<file path="config.mk">
export PLATFORM = sky130hd
export DESIGN_NAME = reg_file
export DESIGN_NICKNAME = d
export VERILOG_FILES = /design/src/rtl/reg_file_pkg.sv /design/src/rtl/reg_file.sv
export SDC_FILE = /design/constraint.sdc
export NUM_CORES = 1
export LEC_CHECK = 0
export CAP_MARGIN = 20
export CORE_MARGIN = 3
export CORE_UTILIZATION = 62
export DETAILED_ROUTE_END_ITERATION = 6
export GPL_TIMING_DRIVEN = 0
export PLACE_DENSITY = 0.84
export SETUP_SLACK_MARGIN = 0.1
export SLEW_MARGIN = 40
export SYNTH_ARGS = -nofsm -noshare
export SYNTH_HDL_FRONTEND = slang
export SYNTH_SLANG_ARGS = --single-unit
</file>
<file path="constraint.sdc">
create_clock -name clk -period 3.95 [get_ports clk]
set_input_delay 0.5925 -clock clk [delete_from_list [all_inputs] [get_ports clk]]
set_output_delay 0.5925 -clock clk [all_outputs]
set_load 0.005 [all_outputs]
</file>
<file path="src/rtl/reg_file_pkg.sv">
`default_nettype none
// ============================================================================
// Module      : reg_file_pkg
// Description : Shared constants for the register file. The module parameters
//               of reg_file take their default values from this package.
// Revision    : 1.0 - initial release
// ============================================================================
package reg_file_pkg;

    // Default width of each stored word, in bits
    localparam int c_DEFAULT_DATA_WIDTH = 8;

    // Default address width; the file holds 2**ADDR_WIDTH words
    localparam int c_DEFAULT_ADDR_WIDTH = 3;

endpackage : reg_file_pkg
`default_nettype wire

</file>
<file path="src/rtl/reg_file.sv">
`default_nettype none
// ============================================================================
// Module      : reg_file
// Description : Register file with one synchronous write port and one
//               combinational read port. An asynchronous active-low reset
//               clears every word. There is no write-to-read bypass, so a
//               write becomes visible on r_data only after its clock edge.
// Revision    : 1.0 - initial release
//
// Ports
//   clk      in   1           rising-edge clock for all state updates
//   reset_n  in   1           asynchronous active-low clear of all words
//   wr_en    in   1           write enable, active-high
//   w_addr   in   ADDR_WIDTH  write address
//   w_data   in   DATA_WIDTH  write data
//   r_addr   in   ADDR_WIDTH  read address
//   r_data   out  DATA_WIDTH  word at r_addr, zero-cycle latency
// ============================================================================
module reg_file
    import reg_file_pkg::*;
#(
    parameter int DATA_WIDTH = c_DEFAULT_DATA_WIDTH,
    parameter int ADDR_WIDTH = c_DEFAULT_ADDR_WIDTH
) (
    input  logic                  clk,
    input  logic                  reset_n,
    input  logic                  wr_en,
    input  logic [ADDR_WIDTH-1:0] w_addr,
    input  logic [DATA_WIDTH-1:0] w_data,
    input  logic [ADDR_WIDTH-1:0] r_addr,
    output logic [DATA_WIDTH-1:0] r_data
);

    localparam int c_DEPTH = 1 << ADDR_WIDTH;

    // Every word sits behind the array-wide asynchronous clear, so this maps
    // to clearable flip-flops rather than a RAM macro.
    logic [DATA_WIDTH-1:0] r_mem [c_DEPTH];

    // Reset wins over a simultaneous write because it is tested first and is
    // also in the sensitivity list.
    always_ff @(posedge clk or negedge reset_n) begin
        if (!reset_n) begin
            for (int i = 0; i < c_DEPTH; i++) begin
                r_mem[i] <= '0;
            end
        end else if (wr_en) begin
            r_mem[w_addr] <= w_data;
        end
    end

    // Pure mux on the stored words: old value until the write edge, new value
    // right after it.
    assign r_data = r_mem[r_addr];

endmodule : reg_file
`default_nettype wire

</file>
* Yosys cells after proc, flatten, opt, wreduce, memory -nomap -nowiden *
Index checks and enable logic that the tools add are counted.

operators by class
  magnitude comparators = 3
  mux-type cells = 6
  bitwise gates (word level) = 2
  reductions and logical operators = 1

operators by type and width
  kind                count
  $bwmux 64           1
  $bmux 8 s3          1
  $demux 8 s3         1
  $mux 8              3
  $ge 4x4->1 const B  2
  $not 3->4           2
  $lt 4x1->1 const B  1
  $logic_and 1x1->1   1

storage, ports and cells
  bits in registers = 64
  input bits = 17
  output and inout port bits = 8
  logic and storage cells = 20

* Longest topological paths before layout *
Gate-level depths: netlist (run 1).

  depth in word-level cells = 6
  mapped depth = 4
  depth with buffers taken out = 2

* Least setup slack after synthesis (run 1) *
No wires, ideal clock.

  kind = input to output
  start point = in r_addr[0]
  end point = out r_data[0]
  data arrival time = 1.635 ns
  required time = 3.357 ns
  setup slack = 1.723 ns
  stages on the path = 4
  buffers on the path = 2
  cell sequence = buf_6 > buf_12 > mux4_1 > mux2_2

between the ends
  cells in the longest elaborated chain, start to end = 4

ends and longest elaborated chain
  element                                    RTL line        source
  from (decl)                                reg_file.sv:30  input logic [ADDR_WIDTH-1:0] r_addr,
  $not 3->4 (implied by the code)            reg_file.sv:54  assign r_data = r_mem[r_addr];
  $bmux 8 s3                                 reg_file.sv:54
  $mux 8 (implied by the code) (2 in a row)  reg_file.sv:54
  to (decl)                                  reg_file.sv:31  output logic [DATA_WIDTH-1:0] r_data

No other way between the ends. The select of a mux whose other input is x is not followed.

* Final worst setup path (run 1) *
  start point = in r_addr[2]
  end point = out r_data[2]

Same word-level chain as after synthesis.

==> impl_metrics.csv, run 1 <==
group,metric,value,unit
timing,setup-violations-final,0,
global_routing,met2_usage,37.68,%
floorplanning,core_area,0.004504,sq mm
timing,fin_tns_setup,0,ns
route,routed_wirelength,5746,microns
global_routing,grt_pass1_wl,9218,microns
finish,layout_common_cells,"72 x mux2_2, 64 x dfrtp_1, 16 x clkdlybuf4s50_1",
clocking,cts_resized,0,
floorplanning,fp-row-count,24,
logic_synthesis,yosys_warnings,0,
global_routing,use_met3,5.541,%
route,vias,1634,
route,ant_nets,0,
worst_setup_path,arrival,2.36,ns
power,p_int,0.001288,W
route,drcViolationCount,0,
status,outcome,"finished clean",
floorplanning,die_h,75.48,microns
worst_setup_path,crit_required,3.36,ns
logic_synthesis,synth-seq-cells,64,
worst_setup_path,r2r_end,"r_mem[20]",
timing,slew_viol_final,0,
worst_setup_path,crit_type,"in2out",
worst_setup_path,cp-end-kind,"primary output",
floorplanning,io_pins,25,
worst_setup_path,reg2reg_from,"r_mem[20]",
logic_synthesis,yosys.cell_types.count,13,
clocking,htreeDepth,3,
finish,largest_register,"r_mem",
clocking,clk_latency,0.33,ns
clocking,cts_setup_buffers,0,
worst_setup_path,worstPathMaxFanout,10,
timing,setup_ws,1.000,ns
timing,worstMarginPinSlew,0.6807,ns
min_path,hold_path_class,"in2async",
worst_setup_path,worstSetupStartpointType,"primary input",
route,drtIter0Drc,88,
finish,area_growth,14.00,%
power,power_density,499.0,mW/mm^2
finish,fin_nets,218,
global_routing,grt_usage,23.20,%
power,vdd_drop_max,0.3815,mV
finish,seq_area,0.001602,sq mm
logic_synthesis,synth_nets,189,
clocking,clk_pin_slew,0.06,ns
place,dpl.hpwl,3806,microns
floorplanning,start_util,66.44,%
global_routing,use_met1,29.82,%
finish,drive_gt1_share,47.57,%
finish,reg_top3,"r_mem (64)",
power,p_seq_share,51.0,%
timing,period_needed,2.950,ns
global_routing,top_usage_layer,"met2",
timing,fin_skew,0,ns
logic_synthesis,synth_seq_area_share,53.51,%
clocking,holdBufCountCts,0,
power,switching_share,24.38,%
clocking,cts-root-buf,"clkbuf_8",
place,dp_worst_setup_slack,0.9780,ns
floorplanning,die_x,75.48,microns
power,clockPowerShare,28.0,%
global_routing,grt_max_degree,45,
global_routing,overflow,0,
floorplanning,dieArea,0.005697,sq mm
global_routing,antenna_found_initial,0,
logic_synthesis,netlist_area,0.002993,sq mm
clocking,clk_path_buf_depth,2,
timing,min_period_over_period,74.68,%
power,p_switching,0.0004151,W
timing,max_freq,339.0,MHz
timing,slew_headroom,54.43,%
clocking,cts.sinks,64,
worst_setup_path,r2r_cells,1,
timing,hold_violations,0,
finish,final_common_cell,"mux2_2",
route,avgViaCountPerCell,6.333,
finish,antennaDiodeCount,0,
clocking,cts_buffers,9,
place,place_congestion,0.7106,
job,drv_cap,0,
logic_synthesis,syn_area_per_cell,17.40,sq um
power,p_leak,1.471,nW
logic_synthesis,synthCells,172,
finish,layoutNonFillerInstCount,258,
place,port_buffers,17,
global_routing,grt_pass1_vias,1802,
finish,nFillCells,261,
power,combinationalPowerShare,21.0,%
route,dr.pass1.iters,4,
route,routedWlPerCell,22.27,microns
timing,rsz0062_at_grt,"no",
finish,multi_input_comb_area,0.001314,sq mm
worst_setup_path,r2r_slack,3.16,ns
clocking,cts_tree,"done",
place,dp.cells,242,
finish,post-route-util,75.75,%
finish,largest_reg_flops,64,
## layer usage
layer	vias to the layer above	part of all wire (%)
li1	729	-
met1	856	44
met2	35	50
met3	14	3.7
met4	0	2.2
met5	-	0
## power groups by stage
| stage | sequential, W | combinational [W] | clock (W) |
|---|---|---|---|
| detailed placement | 0.000879 | 0.000362 | 0 |
| finish | 0.000868 | 0.000358 | 0.000476 |
| global placement | 0.000860 | 0.000341 | 0 |
| global route | 0.000883 | 0.000388 | 0.000521 |
| CTS | 0.000867 | 0.000364 | 0.000489 |
| floorplan | 0.000850 | 0.000247 | 0 |
## logic make-up (layout without fill, tap and decap cells)
family | count (synthesis) | after routing | share of synthesized area, %
muxes | 88 | 88 | 41.01
DFF | 64 | 64 | 53.51
buffers and inverters | 12 | 46 | 2.592
and+or+nand+nor | 8 | 8 | 2.885
## metrics by stage
step / power [W] / hold slack (ns) / cell area (sq um)
3_5_place_dp: 0.001242 / 0.4879 / 3246
3_3_place_gp: 0.001201 / 0.4782 / 3228
4_1_cts: 0.001720 / 0.1370 / 3412
6_report: 0.001703 / 0.1371 / 3412
5_1_grt: 0.001791 / 0.1398 / 3412
2_1_floorplan: 0.001097 / 0.2969 / 2993
## cell type report
class | instances | area share (%)
Sequential cell | 64 | 46.94
Clock buffer | 13 | 4.364
Buffer | 12 | 2.274
Clock inverter | 3 | 0.5134
Tap cell | 52 | 1.907
Multi-Input combinational cell | 96 | 38.50
Timing Repair Buffer | 18 | 5.501
## synth_stat cells
cell	number	area [sq um]
mux4_2	1	22.52
mux4_1	15	394.1
clkbuf_1	2	7.510
buf_2	7	35.03
dfrtp_1	64	1602
nand4b_1	3	26.28
buf_6	1	11.26
nor4bb_1	3	30.03
mux2_2	72	810.8
buf_1	1	3.750
nor4b_4	1	23.77
nand4_1	1	6.260
buf_12	1	20.02
## worst max-delay path, cell delays in order
cell	delay (ns)
clkbuf_1	0.34
buf_2	0.36
mux4_1	0.34
mux2_2	0.27
clkdlybuf4s50_1	0.44
## worst max path at each step
stage / start / slack (ns) / end
CTS: r_addr[2] / 0.98 / r_data[6]
finish: r_addr[2] / 1.00 / r_data[2]
detailed placement: r_addr[2] / 0.98 / r_data[6]
global placement: reset_n / 0.55 / r_mem[54]
global route: r_addr[2] / 0.91 / r_data[0]
floorplan: r_addr[0] / 1.72 / r_data[0]
(Power assumes the default switching activity.)
==> run 2: changes to the inputs <==
Settings changed: CORE_UTILIZATION 62 to 52, PLACE_DENSITY 0.84 to 0.76.
Clock period 3.95 ns to 2.5 ns, I/O delays scaled along.
==> run 2 against run 1 <==
Sequential share of layout area decreased by 0.36 points; worst hold slack improved by 0.31 ns; clock power grew 58%; first-iteration DRC count rose by 24%; final area up 0.77%; utilization decreased by 11 points; setup slack got worse by 0.85 ns; via count up 1.0%; highest routed layer unchanged.
==> impl_metrics.csv, run 2 (synthesis gave the netlist of run 1 again) <==
group,metric,value,unit
finish,antennaDiodeCount,0,
timing,setup-violations-final,0,
global_routing,antenna_found_initial,0,
timing,min_period_over_period,93.83,%
finish,fin_nets,219,
clocking,cts_setup_buffers,0,
place,port_buffers,17,
finish,layoutNonFillerInstCount,274,
floorplanning,core_area,0.005335,sq mm
global_routing,grt_pass1_vias,1848,
power,p_leak,1.475,nW
timing,hold_violations,0,
worst_setup_path,crit_required,2.12,ns
place,dp.cells,260,
clocking,cts-root-buf,"clkbuf_8",
clocking,clk_pin_slew,0.06,ns
floorplanning,die_h,81.87,microns
finish,reg_top3,"r_mem (64)",
timing,whs,0.4487,ns
finish,final_common_cell,"mux2_2",
route,dr.pass1.iters,4,
timing,period_needed,2.346,ns
power,power,0.002689,W
timing,slew_viol_final,0,
finish,layout_common_cells,"72 x mux2_2, 64 x dfrtp_1, 16 x clkdlybuf4s50_1",
worst_setup_path,cp-end-kind,"primary output",
route,routed_wirelength,5801,microns
worst_setup_path,crit_type,"in2out",
floorplanning,start_util,56.10,%
timing,rsz0062_at_grt,"no",
worst_setup_path,worstSetupStartpointType,"primary input",
power,vdd_drop_max,0.4015,mV
finish,largest_register,"r_mem",
job,drv_cap,0,
clocking,clk_path_buf_depth,2,
finish,area_growth,14.88,%
global_routing,grt_usage,20.43,%
floorplanning,die_x,81.87,microns
finish,largest_reg_flops,64,
clocking,cts_buffers,9,
timing,slew_headroom,50.62,%
route,ant_nets,0,
worst_setup_path,arrival,1.97,ns
route,drtIter0Drc,109,
floorplanning,dieArea,0.006702,sq mm
global_routing,grt_pass1_wl,9611,microns
global_routing,overflow,0,
finish,nFillCells,385,
min_path,hold_path_class,"in2async",
timing,worstMarginPinSlew,0.7375,ns
floorplanning,io_pins,25,
place,dpl.hpwl,3834,microns
clocking,clk_latency,0.33,ns
floorplanning,fp-row-count,26,
clocking,cts.sinks,64,
clocking,cts_tree,"done",
power,power_density,782.0,mW/mm^2
timing,fin_skew,0,ns
worst_setup_path,worstPathMaxFanout,10,
timing,max_freq,426.3,MHz
status,outcome,"finished clean",
global_routing,grt_max_degree,49,
place,place_congestion,0.7203,
route,routedWlPerCell,21.17,microns
route,vias,1651,
clocking,htreeDepth,3,
route,avgViaCountPerCell,6.026,
route,drcViolationCount,0,
finish,drive_gt1_share,48.53,%
run 2: what timing repair did:
item                                    in CTS  in global routing
hold buffers                                 1                  0
resized for setup                            1                  2
endpoints found under the setup margin       8                  6
endpoints found under the hold margin       16                  0
run 2: routing by layer:
| metal | part of all wire (%) | vias to the layer above | GRT usage (%) |
|---|---|---|---|
| met5 | 0 | - | 0 |
| met4 | 2.2 | 0 | 9.468 |
| met3 | 2.7 | 12 | 3.618 |
| met2 | 52 | 30 | 34.89 |
| met1 | 43 | 877 | 25.20 |
| li1 | - | 732 | - |
run 2: final timing paths:
check | to | slack [ns] | cells past startpoint | startpoint
worst min-delay path | r_mem[10] | 0.45 | 2 | reset_n
max in group asynchronous | r_mem[47] | 1.53 | 3 | reset_n
worst min register to register | r_mem[62] | 0.50 | 1 | r_mem[62]
worst max-delay path | r_data[3] | 0.15 | 5 | r_addr[0]
min in group clk | r_mem[62] | 0.50 | 1 | r_mem[62]
worst max register to register | r_mem[46] | 1.70 | 1 | r_mem[46]
run 2: layout make-up:
type,instances,area [sq um],share of cell area [%]
Buffer,12,81.33,2.365
Timing Repair Buffer,19,197.7,5.750
Sequential cell,64,1602,46.58
Clock inverter,1,5.005,0.1456
Clock buffer,12,155.1,4.512
Tap cell,70,87.58,2.547
Multi-Input combinational cell,96,1310,38.10
run 2: stage by stage:
step                      util [%]  worst slack [ns]  area (sq um)  setup TNS (ns)
after global placement       60.93           -0.7297          3251          -46.68
after detailed placement     61.26          -0.08126          3268         -0.4369
after CTS                    64.47            0.1188          3440               0
after global routing         64.45            0.1036          3438               0
after floorplan                  -            0.7078          2993               0
final                        64.45            0.1544          3438               0
run 2: worst max-delay path, cell delays in order:
cell             delay (ns)
buf_6                  0.14
buf_12                 0.16
mux4_1                 0.56
mux2_2                 0.28
clkdlybuf4s50_1        0.45
run 2: power breakdown:
part	switching, W	internal, W
clock	0.000354	0.000396
sequential	0.000108	0.00126
combinational	0.000179	0.000388
total	0.000641	0.00205
==> run 3: changes to the inputs <==
Settings changed: CORE_UTILIZATION 52 to 54, CTS_BUF_LIST set to sky130_fd_sc_hd__clkbuf_8, PLACE_DENSITY 0.76 to 0.78, TNS_END_PERCENT set to 5.
==> run 3 against run 2 <==
Global-route usage down 0.71 points; count of clock-buffer cells in the layout down 1; critical path type unchanged; highest routed layer unchanged; largest cell class unchanged; final cell count up 1.1%; non-clock buffer count unchanged.
==> impl_metrics.csv, run 3 (synthesis gave the netlist of run 1 again) <==
group,metric,value,unit
power,switching_share,23.30,%
worst_setup_path,arrival,1.96,ns
finish,fin_nets,219,
power,power_density,807.5,mW/mm^2
worst_setup_path,cpPeakStageDelay,0.57,ns
power,p_leak,1.508,nW
route,dr.pass1.iters,4,
finish,multi_input_comb_area,0.001314,sq mm
power,clockPowerShare,31.2,%
finish,seq_area,0.001602,sq mm
global_routing,overflow,0,
worst_setup_path,reg2reg_from,"r_mem[23]",
finish,layout_common_cells,"72 x mux2_2, 64 x dfrtp_1, 16 x clkdlybuf4s50_1",
floorplanning,core_area,0.005238,sq mm
finish,largest_reg_flops,64,
worst_setup_path,path_buf_inv,3,
floorplanning,io_pins,25,
clocking,clk_pin_slew,0.07,ns
worst_setup_path,critPathSlowestCell,"mux4_1",
route,ant_nets,0,
global_routing,antenna_found_initial,0,
floorplanning,die_x,80.45,microns
status,outcome,"finished clean",
route,drcViolationCount,0,
route,drtIter0Drc,84,
timing,slew_headroom,52.04,%
worst_setup_path,crit_type,"in2out",
worst_setup_path,crit_required,2.12,ns
finish,nFillCells,357,
global_routing,grt_max_degree,41,
clocking,clk_latency,0.32,ns
worst_setup_path,worstSetupStartpointType,"primary input",
job,drv_cap,0,
finish,drive_gt1_share,48.31,%
global_routing,grt_usage,19.71,%
clocking,cts-root-buf,"clkbuf_8",
timing,hold_violations,0,
power,p_seq_share,48.6,%
clocking,cts.sinks,64,
finish,antennaDiodeCount,0,
global_routing,grt_pass1_wl,9066,microns
place,port_buffers,17,
worst_setup_path,r2r_slack,1.72,ns
route,avgViaCountPerCell,5.794,
timing,min_period_over_period,93.58,%
route,routed_wirelength,5722,microns
place,dp_worst_setup_slack,-0.04522,ns
timing,period_needed,2.339,ns
power,power,0.002811,W
worst_setup_path,crit_family,"multiplexers",
floorplanning,die_h,80.45,microns
floorplanning,start_util,57.14,%
finish,reg_top3,"r_mem (64)",
timing,worstMarginPinSlew,0.7164,ns
power,vdd_drop_max,0.4508,mV
finish,largest_register,"r_mem",
timing,max_freq,427.5,MHz
worst_setup_path,worstPathMaxFanout,10,
route,routedWlPerCell,20.66,microns
worst_setup_path,cp-end-kind,"primary output",
route,vias,1605,
timing,setup_ws,0.1606,ns
floorplanning,dieArea,0.006471,sq mm
min_path,hold_path_class,"in2async",
timing,slew_viol_final,0,
worst_setup_path,r2r_end,"r_mem[23]",
clocking,cts_setup_buffers,0,
timing,setup-violations-final,0,
timing,rsz0062_at_grt,"no",
power,combinationalPowerShare,20.2,%
floorplanning,fp-row-count,26,
finish,post-route-util,66.46,%
worst_setup_path,crit_path_cell_trace,"buf_6, buf_12, mux4_1, mux2_2, clkdlybuf4s50_1",
place,place_congestion,0.7071,
worst_setup_path,r2r_cells,1,
power,p_switching,0.0006548,W
clocking,htreeDepth,3,
clocking,cts_tree,"done",
power,p_int,0.002156,W
finish,area_growth,16.30,%
clocking,clk_path_buf_depth,2,
finish,final_common_cell,"mux2_2",
clocking,cts_buffers,9,
timing,fin_skew,0,ns
place,dpl.hpwl,3843,microns
global_routing,grt_pass1_vias,1716,
==> run 3: changes by cell type in the layout (fill, tap and decap cells not counted), sizes merged <==
cell / delta
clkbuf: -2
inv: +2
buf: +1
bufinv: +1
clkinv: +1
==> run 3: area by class of cell <==
class                   count  area share (%)
clock buffers              11           4.349
plain buffers              12           2.336
well taps                  70           2.516
clock inverters             5           1.366
flip-flops and latches     64           46.01
repair buffers             19           5.679
multi-input cells          96           37.74
==> run 3: worst max-delay path by stage <==
stage / start / endpoint / depth (start not counted)
2_1_floorplan: r_addr[0] / r_data[0] / 4
3_3_place_gp: reset_n / r_mem[52] / 1
3_5_place_dp: r_addr[2] / r_data[0] / 5
4_1_cts: r_addr[0] / r_data[7] / 5
5_1_grt: r_mem[30] / r_data[6] / 3
6_report: r_addr[0] / r_data[2] / 5
==> run 3: what timing repair did <==
action / 4_1_cts / 5_1_grt
hold buffers: 1 / 0
endpoints found under the hold margin: 24 / 0
resized for setup: 2 / 0
endpoints found under the setup margin: 8 / 0
==> run 3: per-stage QoR <==
stage	cells	instance area, sq um	setup TNS (ns)	hold slack (ns)
3_5_place_dp	260	3268	-0.2813	0.2997
5_1_grt	277	3481	0	0.5119
4_1_cts	277	3481	0	0.4947
3_3_place_gp	259	3251	-44.84	0.4788
6_report	277	3481	0	0.4869
2_1_floorplan	172	2993	0	0.07941
==> run 3: layer usage <==
| layer | up-vias | part of all wire (%) | track usage [%] |
|---|---|---|---|
| met2 | 22 | 51 | 32.20 |
| li1 | 732 | - | - |
| met3 | 6 | 3.2 | 4.709 |
| met5 | - | 0 | 0 |
| met4 | 0 | 1.2 | 6.588 |
| met1 | 845 | 45 | 25.97 |
==> run 3: power by group through the flow <==
stage               Clock [W]  Combinational [W]  Sequential (W)
floorplan                   0           0.000390         0.00134
global placement            0           0.000541         0.00136
detailed placement          0           0.000575         0.00139
CTS                  0.000889           0.000579         0.00137
global route         0.000932           0.000617         0.00139
finish               0.000876           0.000569         0.00137
